$ cat config.mk
export PLATFORM = sky130hd
export DESIGN_NAME = video_fb_sdram_arbiter
export DESIGN_NICKNAME = d
export VERILOG_FILES = /design/src/rtl/video_fb_sdram_arbiter.sv
export SDC_FILE = /design/constraint.sdc
export NUM_CORES = 1
export LEC_CHECK = 0
export ABC_CLOCK_PERIOD_IN_PS = 9790
export CAP_MARGIN = 10
export CORE_MARGIN = 2
export CORE_UTILIZATION = 38
export CTS_CLUSTER_DIAMETER = 30
export DETAILED_ROUTE_END_ITERATION = 10
export PLACE_DENSITY = 0.84
export RECOVER_POWER = 25
export SLEW_MARGIN = 0
export SYNTH_ARGS = -nofsm -noshare
export SYNTH_HDL_FRONTEND = slang
export SYNTH_SLANG_ARGS = --single-unit
export TNS_END_PERCENT = 1
$ cat constraint.sdc
create_clock -name sys_clk -period 9.79 [get_ports sys_clk]
set_clock_uncertainty 0.15 [all_clocks]
set_input_delay 0.979 -clock sys_clk [delete_from_list [all_inputs] [get_ports sys_clk]]
set_output_delay 0.979 -clock sys_clk [all_outputs]
set_load 0.02 [all_outputs]
$ cat src/rtl/video_fb_sdram_arbiter.sv
// Three-port Avalon-MM arbiter in front of the frame-buffer SDRAM controller.
// m0 = display line fetcher (read), m1 = pixel writer (write), m2 = CPU (rd/wr).
// Commands and responses pass through combinationally; read responses are
// steered back to their issuer by an in-order 1-bit tag FIFO (0 = m0, 1 = m2).
module video_fb_sdram_arbiter #(
    parameter int AVS_DW          = 16,
    parameter int AVS_AW          = 23,
    parameter int MAX_OUTSTANDING = 8,
    parameter int DISP_HOLD       = 16
) (
    input  logic              sys_clk,
    input  logic              sys_rst,

    input  logic              m0_read,
    input  logic [AVS_AW-1:0] m0_address,
    output logic              m0_waitrequest,
    output logic [AVS_DW-1:0] m0_readdata,
    output logic              m0_readdatavalid,

    input  logic              m1_write,
    input  logic [AVS_AW-1:0] m1_address,
    input  logic [AVS_DW-1:0] m1_writedata,
    output logic              m1_waitrequest,

    input  logic              m2_read,
    input  logic              m2_write,
    input  logic [AVS_AW-1:0] m2_address,
    input  logic [AVS_DW-1:0] m2_writedata,
    output logic              m2_waitrequest,
    output logic [AVS_DW-1:0] m2_readdata,
    output logic              m2_readdatavalid,

    output logic              s_read,
    output logic              s_write,
    output logic [AVS_AW-1:0] s_address,
    output logic [AVS_DW-1:0] s_writedata,
    input  logic              s_waitrequest,
    input  logic [AVS_DW-1:0] s_readdata,
    input  logic              s_readdatavalid,

    output logic              err_rdv
);

    localparam int PW = $clog2(MAX_OUTSTANDING);
    localparam int HW = $clog2(DISP_HOLD + 1);

    localparam logic [1:0] GNT_NONE = 2'd0;
    localparam logic [1:0] GNT_M0   = 2'd1;
    localparam logic [1:0] GNT_M1   = 2'd2;
    localparam logic [1:0] GNT_M2   = 2'd3;

    logic                       locked;
    logic [1:0]                 lock_owner;
    logic                       rr_m2;      // 0: m1 has priority next, 1: m2
    logic [HW-1:0]              hold_cnt;
    logic [MAX_OUTSTANDING-1:0] tag_mem;
    logic [PW-1:0]              wr_ptr;
    logic [PW-1:0]              rd_ptr;
    logic [PW:0]                count;

    logic       fifo_full;
    logic       fifo_empty;
    logic       m2_wr_only;
    logic       other_req;
    logic       m0_elig;
    logic       m2_elig;
    logic       m0_masked;
    logic [1:0] gnt;
    logic       accept;
    logic       push;
    logic       pop;
    logic       head_tag;

    assign fifo_full  = (count == (PW+1)'(MAX_OUTSTANDING));
    assign fifo_empty = (count == '0);
    assign m2_wr_only = m2_write & ~m2_read;
    assign other_req  = m1_write | m2_read | m2_write;
    assign m0_elig    = m0_read & ~fifo_full;
    assign m2_elig    = m2_wr_only | (m2_read & ~fifo_full);
    assign m0_masked  = (hold_cnt == HW'(DISP_HOLD)) & other_req;

    // Grant: stalled owner keeps the bus, else m0 unless masked, else m1/m2 round-robin
    always_comb begin
        gnt = GNT_NONE;
        if (sys_rst) begin
            gnt = GNT_NONE;
        end else if (locked) begin
            gnt = lock_owner;
        end else if (m0_elig && !m0_masked) begin
            gnt = GNT_M0;
        end else if (!rr_m2) begin
            if (m1_write)     gnt = GNT_M1;
            else if (m2_elig) gnt = GNT_M2;
        end else begin
            if (m2_elig)       gnt = GNT_M2;
            else if (m1_write) gnt = GNT_M1;
        end
    end

    // Command mux toward the controller
    always_comb begin
        s_read      = 1'b0;
        s_write     = 1'b0;
        s_address   = '0;
        s_writedata = '0;
        case (gnt)
            GNT_M0: begin
                s_read    = m0_read;
                s_address = m0_address;
            end
            GNT_M1: begin
                s_write     = m1_write;
                s_address   = m1_address;
                s_writedata = m1_writedata;
            end
            GNT_M2: begin
                s_read      = m2_read;
                s_write     = m2_wr_only;
                s_address   = m2_address;
                s_writedata = m2_writedata;
            end
            default: ;
        endcase
    end

    assign m0_waitrequest = (gnt != GNT_M0) | s_waitrequest;
    assign m1_waitrequest = (gnt != GNT_M1) | s_waitrequest;
    assign m2_waitrequest = (gnt != GNT_M2) | s_waitrequest;

    assign accept   = (s_read | s_write) & ~s_waitrequest;
    assign push     = accept & s_read;
    assign pop      = s_readdatavalid & ~fifo_empty & ~sys_rst;
    assign head_tag = tag_mem[rd_ptr];

    assign m0_readdata      = s_readdata;
    assign m2_readdata      = s_readdata;
    assign m0_readdatavalid = pop & ~head_tag;
    assign m2_readdatavalid = pop & head_tag;

    // Lock, round-robin pointer and display fairness counter
    always_ff @(posedge sys_clk or posedge sys_rst) begin
        if (sys_rst) begin
            locked     <= 1'b0;
            lock_owner <= GNT_NONE;
            rr_m2      <= 1'b0;
            hold_cnt   <= '0;
        end else begin
            locked     <= (s_read | s_write) & s_waitrequest;
            lock_owner <= gnt;
            if (accept && gnt == GNT_M1)      rr_m2 <= 1'b1;
            else if (accept && gnt == GNT_M2) rr_m2 <= 1'b0;
            if ((accept && (gnt == GNT_M1 || gnt == GNT_M2)) || !other_req)
                hold_cnt <= '0;
            else if (accept && gnt == GNT_M0 && hold_cnt != HW'(DISP_HOLD))
                hold_cnt <= hold_cnt + 1'b1;
        end
    end

    // Tag FIFO and sticky orphan-response flag
    always_ff @(posedge sys_clk or posedge sys_rst) begin
        if (sys_rst) begin
            tag_mem <= '0;
            wr_ptr  <= '0;
            rd_ptr  <= '0;
            count   <= '0;
            err_rdv <= 1'b0;
        end else begin
            if (push) begin
                tag_mem[wr_ptr] <= (gnt == GNT_M2);
                wr_ptr          <= wr_ptr + 1'b1;
            end
            if (pop) rd_ptr <= rd_ptr + 1'b1;
            case ({push, pop})
                2'b10:   count <= count + 1'b1;
                2'b01:   count <= count - 1'b1;
                default: count <= count;
            endcase
            if (s_readdatavalid && fifo_empty) err_rdv <= 1'b1;
        end
    end

endmodule

### After elaboration in Yosys (flattened, before gate mapping)

Cells that the tools add are included.

| cells by class | value |
|---|---|
| add/sub/neg operators | 5 |
| magnitude comparators | 3 |
| equal/unequal tests | 11 |
| muxes and demuxes | 22 |
| bitwise gates (word level) | 24 |
| reduce and logical (&&, ||, !) cells | 16 |

Operator list:

| kind | number |
|---|---|
| case mux 23 bit (3 select lines) | 1 |
| case mux 16 bit (2 select lines) | 1 |
| 2-to-1 mux 2 bit | 8 |
| bitwise AND 1 bit | 11 |
| 2-to-1 mux 5 bit | 2 |
| bitwise mux 8 bit | 1 |
| logical AND 1 bit | 8 |
| less-than comparator 3 x 4 -> 1 bit (second input constant) | 2 |
| case mux 4 bit (2 select lines) | 1 |
| bitwise OR 1 bit | 7 |
| adder 3 x 1 -> 3 bit (second input constant) | 2 |
| equality test 2 bit (second input constant) | 3 |
| inverter 1 bit | 6 |
| nonzero test 2 bit | 3 |
| adder 5 x 1 -> 5 bit (second input constant) | 1 |
| equality test 5 bit (second input constant) | 1 |
| inequality test 5 bit (second input constant) | 1 |
| adder 4 x 1 -> 4 bit (second input constant) | 1 |
| equality test 2 x 1 -> 1 bit (second input constant) | 2 |
| equality test 4 bit (second input constant) | 1 |
| zero test 4 bit | 1 |
| 2-to-1 mux 1 bit | 4 |
| inequality test 2 bit (second input constant) | 2 |
| case mux 1 bit (2 select lines) | 2 |
| other kinds (7) | 9 |

| storage, ports and cells | value |
|---|---|
| bits in registers | 28 |
| input port bits | 125 |
| output and inout port bits | 79 |
| word-level logic and storage cells | 90 |

### Longest topological paths before layout

| depth | value |
|---|---|
| depth after elaboration | 18 |
| gate-level depth with buffers | 14 |
| gate-level depth less buffers | 14 |

### Least setup slack after synthesis

OpenSTA, ideal clock, no wires.

| timing path | value |
|---|---|
| kind | input to output |
| from | input sys_rst |
| to | output s_writedata[10] |
| arrival | 2.695 ns |
| data required time | 8.661 ns |
| slack | 5.966 ns |
| stages | 4 |
| path buffers | 1 |
| path through | clkinv_1 clkbuf_1 nand3_1 a21oi_1 |

| on the way | value |
|---|---|
| longest elaborated chain between the ends | 3 |
| elaborated cells between the ends (all ways) | 4 |
| classes of those cells | 2 x eq/ne; 2 x mux |

Ends and longest elaborated chain:

| element | RTL line | text |
|---|---|---|
| from (decl) | 12 | `input logic sys_rst,` |
| 2-to-1 mux 2 bit * | 85 | `if (sys_rst) begin` |
| equality test 2 bit | 106 | `case (gnt)` |
| case mux 16 bit (2 select lines) * | 106 |  |
| to (decl) | 36 | `output logic [AVS_DW-1:0] s_writedata,` |

Mark *: on every way between the ends. The rest lies on a longest branch, timed or not.

### Worst setup path after layout

| timing path | value |
|---|---|
| from | input m1_write |
| to | output s_address[6] |

| on the way | value |
|---|---|
| longest elaborated chain between the ends | 10 |
| elaborated cells between the ends (all ways) | 16 |
| classes of those cells | 3 x eq/ne; 8 x mux; 3 x bitwise; 2 x reduce/logical |

Ends and longest elaborated chain:

| element | RTL line | text |
|---|---|---|
| from (decl) | 20 | `input logic m1_write,` |
| bitwise OR 1 bit (2 in a row) | 77 | `assign other_req = m1_write \| m2_read \| m2_write;` |
| bitwise AND 1 bit | 80 | `assign m0_masked = (hold_cnt == HW'(DISP_HOLD)) & other_req;` |
| zero test 1 bit | 89 | `end else if (m0_elig && !m0_masked) begin` |
| logical AND 1 bit | 89 |  |
| 2-to-1 mux 2 bit * | 89 |  |
| 2-to-1 mux 2 bit * | 87 | `end else if (locked) begin` |
| 2-to-1 mux 2 bit * | 85 |  |
| equality test 2 bit / equality test 2 x 1 -> 1 bit (equally long branches) | 106 |  |
| case mux 23 bit (3 select lines) * | 106 |  |
| to (decl) | 35 | `output logic [AVS_AW-1:0] s_address,` |

Marked as above.

==> reports/summary.txt <==
==========================================================================================
Outcome                                                                       finished, violations left
Violated checks                                                               max-capacitance violations, max-slew violations
Met2 Wirelength                                                                    4810 um
RSZ-0062 raised after global routing                                                 false
Simple-gate area share of the yosys netlist                                          16.6%
Standard-cell rows                                                                      31
Clock network latency to the later pin of the worst-skew pair                       280 ps
Clock root buffer                                                             sky130_fd_sc_hd__clkbuf_8
I/O pin count                                                                          204
Number of setup violations in the final report                                           0
Crit path cell chain                                                          clkdlybuf4s50_1 > nor3_1 > o2111a_2 > nor3_4 > buf_4 > inv_4 > nor2_8 > o2bb2ai_1 > clkdlybuf4s50_1
CTS buffer count                                                                         3
CTS tree                                                                              done
Share of synthesized flip-flops with an asynchronous set or reset                     100%
Gate count of the mapped netlist                                                       322
Startpoint type of the worst setup path                                         input port
Number of flip-flops and latches in the synthesized netlist                             28
Post-synthesis to final-layout area growth                                           49.3%
Starting DRT DRC Count                                                                 264
Top FF cell, synth                                                            sky130_fd_sc_hd__dfrtp_1
Fraction of layout instances using a drive strength above 1                          7.41%
Power per standard cell area                                                    184 nW/um2
Average vias per placed instance                                                      5.55
DRC violation count after routing                                                        0
Wl on met1                                                                         3240 um
Number of enable-type register cells in the synthesized netlist                          0
Hold bufs inserted after CTS                                                             0
Crit path capture type                                                          output pin
Type of the setup path with the least slack                                         in2out
Final Net Count                                                                        566
Count of vias placed by the detailed router                                          2,946
Worst-case clock buffer depth                                                            2
Post-placement cell area                                                          4160 um2
First-pass detailed-route iteration total                                                5
Combinational family with the most area after synthesis                       compound AO/OA/AOI/OAI gates
Placed cell count                                                                      526
Ranking of synthesized cells by area                                          sky130_fd_sc_hd__dfrtp_1 25%, sky130_fd_sc_hd__buf_4 9.2%, sky130_fd_sc_hd__mux2i_1 7.4%, sky130_fd_sc_hd__o2bb2ai_1 7.1%, sky130_fd_sc_hd__mux2_2 4.0%
Critical path required time                                                        8660 ps
Dominant cell type by area after synthesis                                    sky130_fd_sc_hd__dfrtp_1
Floorplan core area                                                               7250 um2
Final weighted congestion of routability-driven global placement                     0.850
Max Fclk                                                                         0.179 GHz
First-pass GRT wire length                                                       14,800 um
Final instance count without filler cells                                              531
Count of yosys warnings during synthesis                                                 0
Sequential share of the synthesized area                                             24.6%
Total met3 wirelength after detailed routing                                        931 um
Compound-Gate Fraction of Synth Area                                                 24.2%
Share of synthesized cell area in full adder, half adder and majority cells          3.79%
Setup TNS after final layout                                                          0 ps
Tightest Pin Transition                                                            2200 ps
Final routed wire length divided by cell count                                     17.3 um
Vias in the first global route                                                       3,060
Die area                                                                          8190 um2
Post-Synth XOR/XNOR Area                                                             2.46%
Clock transition at the registers of the reported paths                             100 ps
Share of Yosys cell area claimed by the top area cell type                           24.6%
Number of H-tree levels                                                                  1
WL final                                                                           9160 um
Biggest cell delay along the critical path                                          680 ps
Tightest slew margin relative to the limit                                          -46.5%
Max Used Layer                                                                        met4
Initial antenna violation count                                                          0
HP Class                                                                           reg2reg
Max Transition Viols Final                                                              45
Critical path data arrival time                                                    4470 ps
Reported leakage power                                                             1.71 nW
Number of buffers added for setup after CTS                                              0
Area of all placed cells without fillers                                          4240 um2
Leftover overflow at the end of global routing                                           0
Max-capacitance violation count                                                          1
Buffers & Inverters on Critical Path                                                     4
Die extent in x                                                                    90.5 um
Crit path time final                                                               5600 ps
Port Buf Inserts                                                                       155
Syn nets                                                                               455
Number of antenna-violating nets in the routed design                                    0
Y dimension of the die                                                             90.5 um
Slowest cell on the critical path                                             sky130_fd_sc_hd__clkdlybuf4s50_1
Maximum number of pins on one net before global-route repair                            45
Final period util                                                                    57.2%
Average instance area after synthesis                                             8.83 um2
Post-cts resize count                                                                    0
CP delay by family, top                                                       buffers and inverters
Dpl hpwl                                                                           7340 um
Cell with the most instances on the worst path                                sky130_fd_sc_hd__clkdlybuf4s50_1
Multiplexer share of the synthesized area                                            12.9%
Diode count                                                                              0
Post-synthesis cell area                                                          2840 um2
Worst ir drop on vdd                                                               96.0 uV
Number of sinks driven by the clock tree                                                28
Number of failing hold endpoints at the final stage                                      0
Worst-path maximum fanout                                                               44
Starting Density                                                                     39.2%
Synth cell types                                                                        58
GRT Overall Usage                                                                    22.1%
==========================================================================================
==> placed cells by master (no fill, tap or decap), drive strengths merged, types with 2 or more instances in the layout <==
master | synthesis | routed
a211oi | 11 | 11
a21o | 4 | 4
a21oi | 20 | 20
a22oi | 10 | 10
a2bb2oi | 2 | 2
and2 | 4 | 4
and3 | 2 | 2
buf | 49 | 3
clkbuf | 4 | 4
clkdlybuf4s50 | 0 | 153
dfrtp | 28 | 28
dlygate4sd3 | 0 | 2
ha | 7 | 7
inv | 14 | 14
mux2 | 10 | 10
mux2i | 21 | 21
mux4 | 2 | 2
nand2 | 25 | 25
nand3 | 20 | 20
nand4 | 5 | 5
nor2 | 12 | 12
nor3 | 4 | 4
o2111a | 2 | 2
o21ai | 6 | 6
o2bb2ai | 23 | 23
o31ai | 5 | 5
or4 | 2 | 2
or4b | 3 | 3
xnor2 | 4 | 4
xor2 | 4 | 4
==> worst paths after layout <==
path,startpoint,to,slack [ps],cells after the start
setup / recovery,m1_write,s_address[6],4190,9
hold / removal,err_rdv$_DFFE_PP0P_,err_rdv$_DFFE_PP0P_,320,1
setup reg to reg,hold_cnt[0]$_DFFE_PP0P_,count[3]$_DFFE_PP0P_,6010,14
hold reg to reg,err_rdv$_DFFE_PP0P_,err_rdv$_DFFE_PP0P_,320,1
max in group asynchronous,sys_rst,rd_ptr[0]$_DFFE_PP0P_,6290,3
min in group asynchronous,sys_rst,rr_m2$_DFFE_PP0P_,1950,3
==> area by class of cell <==
cell class | count | area, um2
clock buffer | 3 | 41.3
inverter | 15 | 58.8
tap | 99 | 124
multi-input combinational | 226 | 1710
timing repair buffer | 159 | 1580
sequential | 28 | 701
clock inverter | 1 | 30.0
fill | 632 | 3010
==> Yosys cell counts (2+ instances only) <==
library cell / number
sky130_fd_sc_hd__buf_6: 5
sky130_fd_sc_hd__nand3_1: 20
sky130_fd_sc_hd__a21o_1: 4
sky130_fd_sc_hd__o21ai_0: 4
sky130_fd_sc_hd__a211oi_1: 11
sky130_fd_sc_hd__nand2_1: 25
sky130_fd_sc_hd__buf_4: 35
sky130_fd_sc_hd__buf_2: 8
sky130_fd_sc_hd__a21oi_1: 19
sky130_fd_sc_hd__xor2_1: 4
sky130_fd_sc_hd__dfrtp_1: 28
sky130_fd_sc_hd__o2bb2ai_1: 23
sky130_fd_sc_hd__mux2i_1: 21
sky130_fd_sc_hd__nand4_1: 5
sky130_fd_sc_hd__o2111a_2: 2
sky130_fd_sc_hd__nor3_1: 3
sky130_fd_sc_hd__mux2_2: 10
sky130_fd_sc_hd__clkbuf_1: 4
sky130_fd_sc_hd__a22oi_1: 10
sky130_fd_sc_hd__and2_1: 4
sky130_fd_sc_hd__nor2_1: 11
sky130_fd_sc_hd__a2bb2oi_1: 2
sky130_fd_sc_hd__ha_1: 7
sky130_fd_sc_hd__and3_1: 2
sky130_fd_sc_hd__or4_1: 2
sky130_fd_sc_hd__xnor2_1: 4
sky130_fd_sc_hd__inv_1: 13
sky130_fd_sc_hd__o31ai_1: 4
sky130_fd_sc_hd__or4b_2: 2
sky130_fd_sc_hd__mux4_2: 2
==> metrics by stage <==
step | util, % | setup slack, ps | power, mW | hold slack (ps)
2_1_floorplan | - | 5970 | 0.528 | 316
3_3_place_gp | 57.4 | 4310 | 0.671 | 290
3_5_place_dp | 57.4 | 4190 | 0.688 | 306
4_1_cts | 58.4 | 4190 | 0.784 | 329
5_1_grt | 58.5 | 3850 | 0.836 | 344
6_report | 58.5 | 4190 | 0.781 | 322
==> flip-flops by register name, indices dropped and copies added, names as in the netlist <==
register	cells
lock_owner	2
wr_ptr	3
err_rdv	1
count	4
rr_m2	1
tag_mem	8
hold_cnt	5
locked	1
rd_ptr	3
==> report_power, final <==
part	switching (mW)	total, mW	internal (mW)
registers	0.0505	0.210	0.160
logic	0.244	0.479	0.235
clock network	0.0371	0.0919	0.0548
total	0.332	0.781	0.449
==> per-layer routing <==
layer	global-route usage, %	up-vias
met4	5.38	0
met1	24.0	1376
li1	-	1387
met2	41.4	161
met5	0	-
met3	6.84	22
==> kinds of logic after synthesis <==
logic type	Yosys count
mux	33
fa+ha+maj	8
simple gates	86
buf+inv	68
flops	28
compound gates	91
xor+xnor	8
No activity file was read; power rests on OpenSTA's default activity.
